==> config.mk <==
export PLATFORM = sky130hd
export DESIGN_NAME = shift_left_logical_seq
export DESIGN_NICKNAME = d
export VERILOG_FILES = /design/src/rtl/shift_left_logical_seq.sv
export SDC_FILE = /design/constraint.sdc
export NUM_CORES = 1
export LEC_CHECK = 0
export CORE_ASPECT_RATIO = 1.1
export CORE_MARGIN = 3
export CORE_UTILIZATION = 50
export DETAILED_ROUTE_END_ITERATION = 8
export GPL_ROUTABILITY_DRIVEN = 0
export GPL_TIMING_DRIVEN = 0
export PLACE_DENSITY = 0.91
export SKIP_CTS_REPAIR_TIMING = 1
export SKIP_LAST_GASP = 1
export SYNTH_ARGS = -nofsm -noshare
export SYNTH_HDL_FRONTEND = slang
export SYNTH_SLANG_ARGS = --single-unit
==> constraint.sdc <==
create_clock -name clk -period 2.62 [get_ports clk]
set_input_delay 0.393 -clock clk [delete_from_list [all_inputs] [get_ports clk]]
set_output_delay 0.393 -clock clk [all_outputs]
set_load 0.01 [all_outputs]
==> src/rtl/shift_left_logical_seq.sv <==
// Purpose: multi-cycle logical left shifter, one binary-weighted stage (16,8,4,2,1) per clock.
// Latency: result valid S+1 cycles after accept (SHIFT_LEFT_EARLY_DONE_EN: stops after lowest set shamt bit).
// Backpressure: result held in DONE until out_ready; no new operand accepted until back in IDLE.
module shift_left_logical_seq #(
    parameter int N = 32,
    parameter int S = $clog2(N)
) (
    input  logic         clk,
    input  logic         rst_n,
    input  logic         in_valid,
    output logic         in_ready,
    input  logic [N-1:0] in_data,
    input  logic [S-1:0] in_shamt,
    output logic         out_valid,
    input  logic         out_ready,
    output logic [N-1:0] out_data,
    output logic         busy
);

    localparam int SW = $clog2(S);

    typedef enum logic [1:0] {
        ST_IDLE  = 2'd0,
        ST_SHIFT = 2'd1,
        ST_DONE  = 2'd2
    } state_t;

    state_t        state, state_nxt;
    logic [N-1:0]  data_r;
    logic [S-1:0]  amt_r;
    logic [SW-1:0] stage;
    logic [N-1:0]  stage_shifted;
    logic          last_stage;

    // Stage counter walks from the 16-bit stage down to the 1-bit stage.
    assign last_stage = (stage == '0);

`ifdef SHIFT_LEFT_EARLY_DONE_EN
    // Bits of amt_r below the current stage; once they are all zero no later stage moves data.
    logic [S-1:0] low_mask;
    logic         low_zero;
    assign low_mask = (S'(1) << stage) - S'(1);
    assign low_zero = ((amt_r & low_mask) == '0);
`endif

    // Barrel stage selected by the counter: shift by 1<<stage, zero fill at the LSB end.
    always_comb begin
        stage_shifted = data_r;
        case (stage)
            SW'(4):  stage_shifted = {data_r[N-17:0], 16'b0};
            SW'(3):  stage_shifted = {data_r[N-9:0],  8'b0};
            SW'(2):  stage_shifted = {data_r[N-5:0],  4'b0};
            SW'(1):  stage_shifted = {data_r[N-3:0],  2'b0};
            SW'(0):  stage_shifted = {data_r[N-2:0],  1'b0};
            default: stage_shifted = data_r;
        endcase
    end

    // State register; an asynchronous reset aborts any operation in flight.
    always_ff @(posedge clk or negedge rst_n) begin
        if (!rst_n) begin
            state <= ST_IDLE;
        end else begin
            state <= state_nxt;
        end
    end

    // Next-state logic: accept in IDLE, step through stages in SHIFT, wait for consumer in DONE.
    always_comb begin
        state_nxt = state;
        case (state)
            ST_IDLE: begin
                if (in_valid) begin
`ifdef SHIFT_LEFT_EARLY_DONE_EN
                    state_nxt = (in_shamt == '0) ? ST_DONE : ST_SHIFT;
`else
                    state_nxt = ST_SHIFT;
`endif
                end
            end
            ST_SHIFT: begin
`ifdef SHIFT_LEFT_EARLY_DONE_EN
                if (last_stage || low_zero) begin
                    state_nxt = ST_DONE;
                end
`else
                if (last_stage) begin
                    state_nxt = ST_DONE;
                end
`endif
            end
            ST_DONE: begin
                if (out_ready) begin
                    state_nxt = ST_IDLE;
                end
            end
            default: state_nxt = ST_IDLE;
        endcase
    end

    // Handshake and status outputs decoded purely from state.
    always_comb begin
        in_ready  = 1'b0;
        out_valid = 1'b0;
        busy      = 1'b0;
        case (state)
            ST_IDLE: begin
                in_ready = 1'b1;
            end
            ST_SHIFT: begin
                busy = 1'b1;
            end
            ST_DONE: begin
                out_valid = 1'b1;
                busy      = 1'b1;
            end
            default: begin
                in_ready = 1'b0;
            end
        endcase
    end

    // Datapath: capture operand on accept, apply one stage per SHIFT cycle, hold otherwise.
    always_ff @(posedge clk or negedge rst_n) begin
        if (!rst_n) begin
            data_r <= '0;
            amt_r  <= '0;
            stage  <= SW'(S - 1);
        end else begin
            case (state)
                ST_IDLE: begin
                    if (in_valid) begin
                        data_r <= in_data;
                        amt_r  <= in_shamt;
                        stage  <= SW'(S - 1);
                    end
                end
                ST_SHIFT: begin
                    if (amt_r[stage]) begin
                        data_r <= stage_shifted;
                    end
                    if (state_nxt == ST_SHIFT) begin
                        stage <= stage - 1'b1;
                    end
                end
                default: begin
                    data_r <= data_r;
                end
            endcase
        end
    end

    // Result is the working register itself; it cannot change while DONE waits.
    assign out_data = data_r;

endmodule

Yosys cells after proc, flatten, opt, wreduce, memory -nomap -nowiden --
Index checks and enable logic that the tools add are counted. Widths: inputs -> output; s select.
Storage, ports and cells: register bits after elaboration 42, input bits 41, output and inout port bits 35, logic and storage cells 40
Cells by class: $add $sub $neg 1, $lt $le $gt $ge 1, equality and inequality tests 11, muxes and demuxes 16, reduce and logical (&&, ||, !) cells 7
Operator list (count):
- $pmux 32 s5 | 1
- $mux 32 | 2
- $pmux 32 s2 | 1
- $eq 3x2->1 const B | 2
- $mux 2 | 3
- $mux 3 | 2
- $ne 2x2->1 const B | 3
- $ne 6x2->1 const B | 1
- $pmux 2 s3 | 1
- $pmux 3 s2 | 1
- $eq 2x1->1 const B | 2
- $lt 3x4->1 const B | 1
- $mux 1 | 4
- $reduce_and 4->1 | 1
- $bmux 1 s3 | 1
- $eq 3x1->1 const B | 1
- $eq 3x3->1 const B | 1
- $logic_not 3->1 | 1
- $reduce_and 3->1 | 1
- $sub 3x1->3 const B | 1
- $eq 2x2->1 const B | 1
- $logic_not 2->1 | 1
- $reduce_and 2->1 | 1
- $reduce_bool 2->1 | 1
- $reduce_or 2->1 | 1

Longest topological paths before layout --
Gate-level depths: netlist (run 1).
depth after elaboration 6, gate-level depth with buffers 8, mapped depth without buffers 6

Worst setup path before layout (run 1) --
Ideal clock, no wire load.
kind register to register, from register stage[0], to register data_r[26], in the netlist out_data[26], library setup time 0.125 ns, data arrival time 2.044 ns, data required time 2.495 ns, setup slack 0.451 ns, stages on the path, launching flop included 9, buffers on the path 2, clock period less this slack 2.169 ns, cell sequence dfrtp_1 > inv_1 > ha_1 > clkbuf_1 > nor4_4 > buf_4 > a211oi_1 > a221o_1 > mux2_4
On the way: longest elaborated chain between the ends 4, elaborated cells between the ends (all ways) 13, classes of those cells eq/ne: 6; mux: 5; reduce/logical: 2
RTL lines:
- from (decl) | line 31 | logic [SW-1:0] stage;
- from (signal assigned) | line 128 | stage <= SW'(S - 1);
- from (signal assigned) | line 135 | stage <= SW'(S - 1);
- from (signal assigned) | line 143 | stage <= stage - 1'b1;
- $bmux 1 s3, or another cell as far along | line 139 | if (amt_r[stage]) begin
- $mux 1 (implied by the code) or $pmux 32 s5 (tied branches) | line 139, 49
- $ne 2x2->1 (no line) or $mux 32 (tied branches)
- $reduce_and 4->1 (no line) or $pmux 32 s2 (tied branches)
- to (signal assigned) | line 133 | data_r <= in_data;
- to (signal assigned) | line 140 | data_r <= stage_shifted;
- to (signal assigned) | line 147 | data_r <= data_r;
- to (decl) | line 29 | logic [N-1:0] data_r;
Parallel ways exist; a longest one is shown, timed or not. The select of a mux whose other input is x is not followed. A chain may end at the register's enable or synchronous reset.

Final worst setup path (run 1) --
from register stage[1], to register data_r[11], in the netlist out_data[11]
Same word-level chain as after synthesis.

==> flow_metrics.tcl, run 1 <==
set metrics [dict create \
    hold_viol_final 0 \
    worstPathCellList "inv_1 -> ha_1 -> clkbuf_1 -> clkbuf_1 -> a22o_1 -> a221oi_1 -> o2bb2ai_1 -> mux2_4" \
    fin_skew_ns 0.00239 \
    ir_drop_mv 0.815 \
    max_stage_delay_ns 0.49 \
    maxSlewViolCount 0 \
    maxSlewHeadroom 0.639 \
    synth_cells 274 \
    seq_area_frac_synth 0.350 \
    hpwlAfterDp_um 6570 \
    start_util 0.518 \
    r2r_setup_slack_ns 0.16 \
    drc 0 \
    power_frac_comb 0.642 \
    synth_edf_count 0 \
    path_common_cell "clkbuf_1" \
    core_mm2 0.00581 \
    multi_input_area_mm2 0.00179 \
    fillers 468 \
    fin_tns_setup_ns 0 \
    p_sw_frac 0.430 \
    wl_um 8910 \
    final_common_cell "clkdlybuf4s50_1" \
    fin_area_mm2 0.00398 \
    r2r_start "stage[1]" \
    die_w_um 80.0 \
    syn_avg_cell_area_um2 11.0 \
    whs_ns 0.0757 \
    ant_nets 0 \
    n_antenna_cell 0 \
    synth_ff_type "dfrtp_1" \
    drive_gt1_frac 0.173 \
    rsz0062_at_grt "false" \
    crit_required_ns 2.80 \
    synth_fp_nets 324 \
    cts_tree "built" \
    cp.arrival_ns 2.64 \
    finish.utilization 0.685 \
    yosysUniqueCellTypes 38 \
    drt_pass1_iterations 7 \
    final_period_minus_worst_setup_slack_ns 2.46 \
    ys_seq_elements 42 \
    critical-path-top-delay-family "compound AO/OA/AOI/OAI gates" \
    clk_pin_slew_ns 0.08 \
    area_growth_pct 32.2 \
    grt_use_total 0.260 \
    crit_path_end_kind "flip-flop" \
    grt_max_degree 23 \
    fin_crit_sh 0.939 \
    rows 29 \
    ys_warn_count 0 \
    io_pins 76 \
    critPathBufInv 3 \
    power_density_mw_per_mm2 1380 \
    seq_power_share 0.279 \
    grt_pass1_wl_um 14100 \
    grt_overflow 0 \
    nets 408 \
    reg2reg_to "out_data[11]" \
    regArea_mm2 0.00105 \
    leakagePower_nw 1.58 \
    status "completed" \
    wl_per_cell_um 20.4 \
    h-tree-depth 2 \
    cpMaxStageDelayCell "dfrtp_1" \
    final_cell_mix "clkdlybuf4s50_1 (74), dfrtp_1 (40), a22oi_1 (34)" \
    cp-start-kind "flip-flop" \
    setup_ws_ns 0.161 \
    hp-class "in -> async" \
    dieArea_mm2 0.00698 \
    p_clk_frac 0.079 \
    async_flop_share 1.00 \
    grt_pass1_vias 2814 \
    num_vias 2850 \
    worst_pin_slew_ns 0.542 \
    ff2ff_path_depth 8 \
    path_max_fanout 10 \
    crit_type "reg -> reg" \
    setup_violations 0 \
    p_switching_mw 2.37 \
    numCtsBuffers 5 \
    syn_area_mm2 0.00301 \
    die_h_um 87.3 \
    clkSinkCount 42 \
    antenna_found_initial 0 \
    place_ws_ns 0.0716 \
    placedInstanceArea_mm2 0.00388 \
    drv_cap 0 \
    fmax_mhz 407 \
    portBuffers 75 \
    clockBufferDepth 2 \
    drt_iter0_markers 342 \
    insertion_delay_ns 0.29 \
    intPower_mw 3.14 \
    viasPerCell 6.54 \
    cts_root_buf "clkbuf_8" \
]
synth_stat cells (2+ instances only):
| master | number | area (µm²) |
|---|---|---|
| a211oi_1 | 18 | 135 |
| a21oi_1 | 4 | 20.0 |
| a221o_1 | 16 | 160 |
| a221oi_1 | 8 | 70.1 |
| a222oi_1 | 4 | 40.0 |
| a22o_1 | 8 | 70.1 |
| a22oi_1 | 34 | 255 |
| buf_1 | 2 | 7.51 |
| buf_2 | 7 | 35.0 |
| buf_6 | 3 | 33.8 |
| clkbuf_1 | 16 | 60.1 |
| dfrtp_1 | 41 | 1030 |
| ha_1 | 9 | 113 |
| inv_1 | 6 | 22.5 |
| mux2_2 | 2 | 22.5 |
| mux2_4 | 30 | 450 |
| nand2_1 | 19 | 71.3 |
| nand2b_1 | 2 | 12.5 |
| nand3_1 | 2 | 10.0 |
| nor2_1 | 2 | 7.51 |
| nor2b_1 | 3 | 18.8 |
| nor3_1 | 4 | 20.0 |
| nor4_4 | 2 | 42.5 |
| o2111ai_1 | 3 | 26.3 |
| o21a_1 | 2 | 15.0 |
| o2bb2ai_1 | 15 | 131 |
routing by layer:
| layer | wire [µm] | GRT usage | part of all wire |
|---|---|---|---|
| met1 | 3520 | 0.319 | 0.40 |
| met2 | 4490 | 0.456 | 0.50 |
| met3 | 685 | 0.0352 | 0.077 |
| met4 | 210 | 0.108 | 0.024 |
| met5 | 0 | 0 | 0 |
logic make-up (layout without fill, tap and decap cells):
kind of cell    after synthesis  in the layout  share of synthesized area
fa+ha+maj                     9              9                     0.0374
flops                        42             42                      0.350
compound gates              117            117                      0.323
buf+inv                      36            121                     0.0566
mux                          34             34                      0.168
simple gates                 36             36                     0.0649
power by group through the flow:
stage / combinational [mW] / sequential [mW] / clock, mW
CTS: 3.51 / 1.51 / 0.449
detailed placement: 3.49 / 1.53 / 0
finish: 3.54 / 1.54 / 0.436
global route: 3.78 / 1.57 / 0.475
floorplan: 2.38 / 1.43 / 0
global placement: 3.39 / 1.51 / 0
sequential cells by signal, indices dropped and copies added, names as in the netlist:
name	cells
out_data	32
amt_r	5
state	2
stage	3
worst max path at each step:
stage | startpoint | endpoint | slack [ns] | cells after the start
floorplan | stage[0] | out_data[26] | 0.45 | 8
global placement | rst_n | amt_r[2] | 0.10 | 1
detailed placement | stage[0] | out_data[31] | 0.07 | 8
CTS | stage[0] | out_data[31] | 0.06 | 8
global route | stage[1] | out_data[11] | 0.002 | 8
finish | stage[1] | out_data[11] | 0.16 | 8
metrics by stage:
stage,cells,power (mW)
5_1_grt,436,5.83
3_5_place_dp,427,5.02
3_3_place_gp,426,4.90
6_report,436,5.51
2_1_floorplan,274,3.81
4_1_cts,435,5.47
cell type report:
type                            count  share of cell area
Multi-Input combinational cell    196               0.449
Sequential cell                    42               0.265
Timing Repair Buffer               77               0.196
Buffer                             29              0.0362
Tap cell                           77              0.0242
Clock buffer                        7              0.0217
Inverter                            7             0.00661
Clock inverter                      1             0.00126
Note: power is estimated with default switching activity, not from simulation.
==> inputs of run 2 (changes only) <==
--- a/config.mk
+++ b/config.mk
@@ -5,13 +5,15 @@
 export SDC_FILE = /design/constraint.sdc
 export NUM_CORES = 1
 export LEC_CHECK = 0
+export CELL_PAD_IN_SITES_DETAIL_PLACEMENT = 1
+export CELL_PAD_IN_SITES_GLOBAL_PLACEMENT = 2
 export CORE_ASPECT_RATIO = 1.1
 export CORE_MARGIN = 3
-export CORE_UTILIZATION = 50
+export CORE_UTILIZATION = 28
 export DETAILED_ROUTE_END_ITERATION = 8
 export GPL_ROUTABILITY_DRIVEN = 0
 export GPL_TIMING_DRIVEN = 0
-export PLACE_DENSITY = 0.91
+export PLACE_DENSITY = 0.86
 export SKIP_CTS_REPAIR_TIMING = 1
 export SKIP_LAST_GASP = 1
 export SYNTH_ARGS = -nofsm -noshare
==> constraint.sdc (replaced) <==
create_clock -name clk -period 2 [get_ports clk]
set_input_delay 0.3 -clock clk [delete_from_list [all_inputs] [get_ports clk]]
set_output_delay 0.3 -clock clk [all_outputs]
set_load 0.01 [all_outputs]
==> run 2 against run 1 <==
The run now ends with hold timing, setup timing left. Routed wire length is 27% higher. Die area is 72% higher. First-iteration DRC count is 58% lower. Core utilization is 26 points lower.
==> flow_metrics.tcl, run 2 (synthesized netlist as in run 1, its figures left out) <==
set metrics [dict create \
    intPower_mw 4.92 \
    clk_pin_slew_ns 0.07 \
    ir_drop_mv 0.557 \
    portBuffers 75 \
    p_clk_frac 0.132 \
    place_ws_ns -0.547 \
    maxSlewHeadroom 0.589 \
    core_mm2 0.0104 \
    drv_cap 0 \
    r2r_setup_slack_ns -0.18 \
    drive_gt1_frac 0.275 \
    hold_viol_final 11 \
    reg2reg_to "out_data[24]" \
    power_frac_comb 0.618 \
    largest_reg_flops 32 \
    final_common_cell "clkdlybuf4s50_1" \
    drc 0 \
    fin_area_mm2 0.00441 \
    nets 413 \
    leakagePower_nw 1.72 \
    drt_pass1_iterations 5 \
    grt_use_total 0.182 \
    finish.utilization 0.422 \
    whs_ns -0.0144 \
    crit_type "reg -> reg" \
    p_switching_mw 3.54 \
    clockBufferDepth 2 \
    fillers 1147 \
    crit_required_ns 2.17 \
    crit_path_end_kind "flip-flop" \
    hp-class "in -> async" \
    cp.arrival_ns 2.36 \
    fin_skew_ns 0.00744 \
    setup_ws_ns -0.185 \
    die_w_um 105 \
    grt_overflow 0 \
    seq_power_share 0.250 \
    placedInstanceArea_mm2 0.00401 \
    status "finished, violations left" \
    p_sw_frac 0.418 \
    cp-start-kind "flip-flop" \
    wl_um 11300 \
    viasPerCell 5.78 \
    fin_crit_sh 1.09 \
    drt_iter0_markers 144 \
    final_period_minus_worst_setup_slack_ns 2.18 \
    rsz0062_at_grt "true" \
    dieArea_mm2 0.0120 \
    io_pins 76 \
    die_h_um 115 \
    fmax_mhz 458 \
    h-tree-depth 2 \
    p_total_mw 8.46 \
    worst_pin_slew_ns 0.617 \
    area_growth_pct 46.6 \
    num_vias 2932 \
    maxSlewViolCount 0 \
    setup_violations 31 \
    final_cell_mix "clkdlybuf4s50_1 (74), dfrtp_1 (39), a22oi_1 (34)" \
    start_util 0.288 \
    stdcell_count 507 \
    rows 39 \
    power_density_mw_per_mm2 1920 \
    path_max_fanout 6 \
    grt_pass1_vias 3088 \
    insertion_delay_ns 0.29 \
    violations "hold timing, setup timing" \
    fin_tns_setup_ns -4.48 \
    ant_nets 0 \
    n_antenna_cell 0 \
    cts_root_buf "clkbuf_16" \
    grt_max_degree 23 \
    hpwlAfterDp_um 8040 \
    cts_tree "built" \
    r2r_start "stage[0]" \
    wl_per_cell_um 22.2 \
    antenna_found_initial 0 \
    grt_pass1_wl_um 17400 \
    ff2ff_path_depth 8 \
    dp.cells 493 \
    clkSinkCount 42 \
    numCtsBuffers 5 \
]
-- run 2: cell count changes in the layout (fill, tap and decap cells not counted), sizes merged --
cell    before  now
clkbuf      23   22
buf         16   21
bufinv       0    2
clkinv       1    0
-- run 2: layout make-up --
type                            count  area, µm²  area share
Clock inverter                      2       60.1      0.0136
Multi-Input combinational cell    196       1910       0.433
Sequential cell                    42       1050       0.239
Clock buffer                        6        139      0.0315
Timing Repair Buffer               86        870       0.197
Buffer                             25        164      0.0372
Inverter                            7       33.8     0.00766
Tap cell                          143        179      0.0406
-- run 2: per-layer routing --
metal  routed length, µm  global-route usage
met5                   0                   0
met4                 298              0.0577
met3                 710              0.0367
met2                5630               0.320
met1                4640               0.225
-- run 2: worst max path at each step --
stage / startpoint / to / slack, ns / cells past startpoint
2_1_floorplan: stage[1] / out_data[30] / -0.1 / 8
3_3_place_gp: rst_n / stage[0] / -0.66 / 1
3_5_place_dp: stage[1] / out_data[24] / -0.55 / 8
4_1_cts: stage[1] / out_data[24] / -0.59 / 8
5_1_grt: stage[0] / out_data[24] / -0.23 / 8
6_report: stage[0] / out_data[24] / -0.18 / 8
-- run 2: worst max-delay path, stage by stage, from the launching register on --
cell      delay [ns]
dfrtp_2         0.47
inv_4           0.08
ha_4            0.17
nor4_4          0.38
buf_4           0.23
buf_8           0.12
a211oi_2        0.04
a221o_1         0.29
mux2_4          0.26
-- run 2: power groups by stage --
stage,logic (mW),clock network [mW],registers [mW]
after floorplan,3.19,0,1.88
after global placement,4.64,0,2.05
after detailed placement,4.79,0,2.07
after CTS,4.82,1.12,2.06
after global routing,5.60,1.16,2.18
final,5.23,1.11,2.12
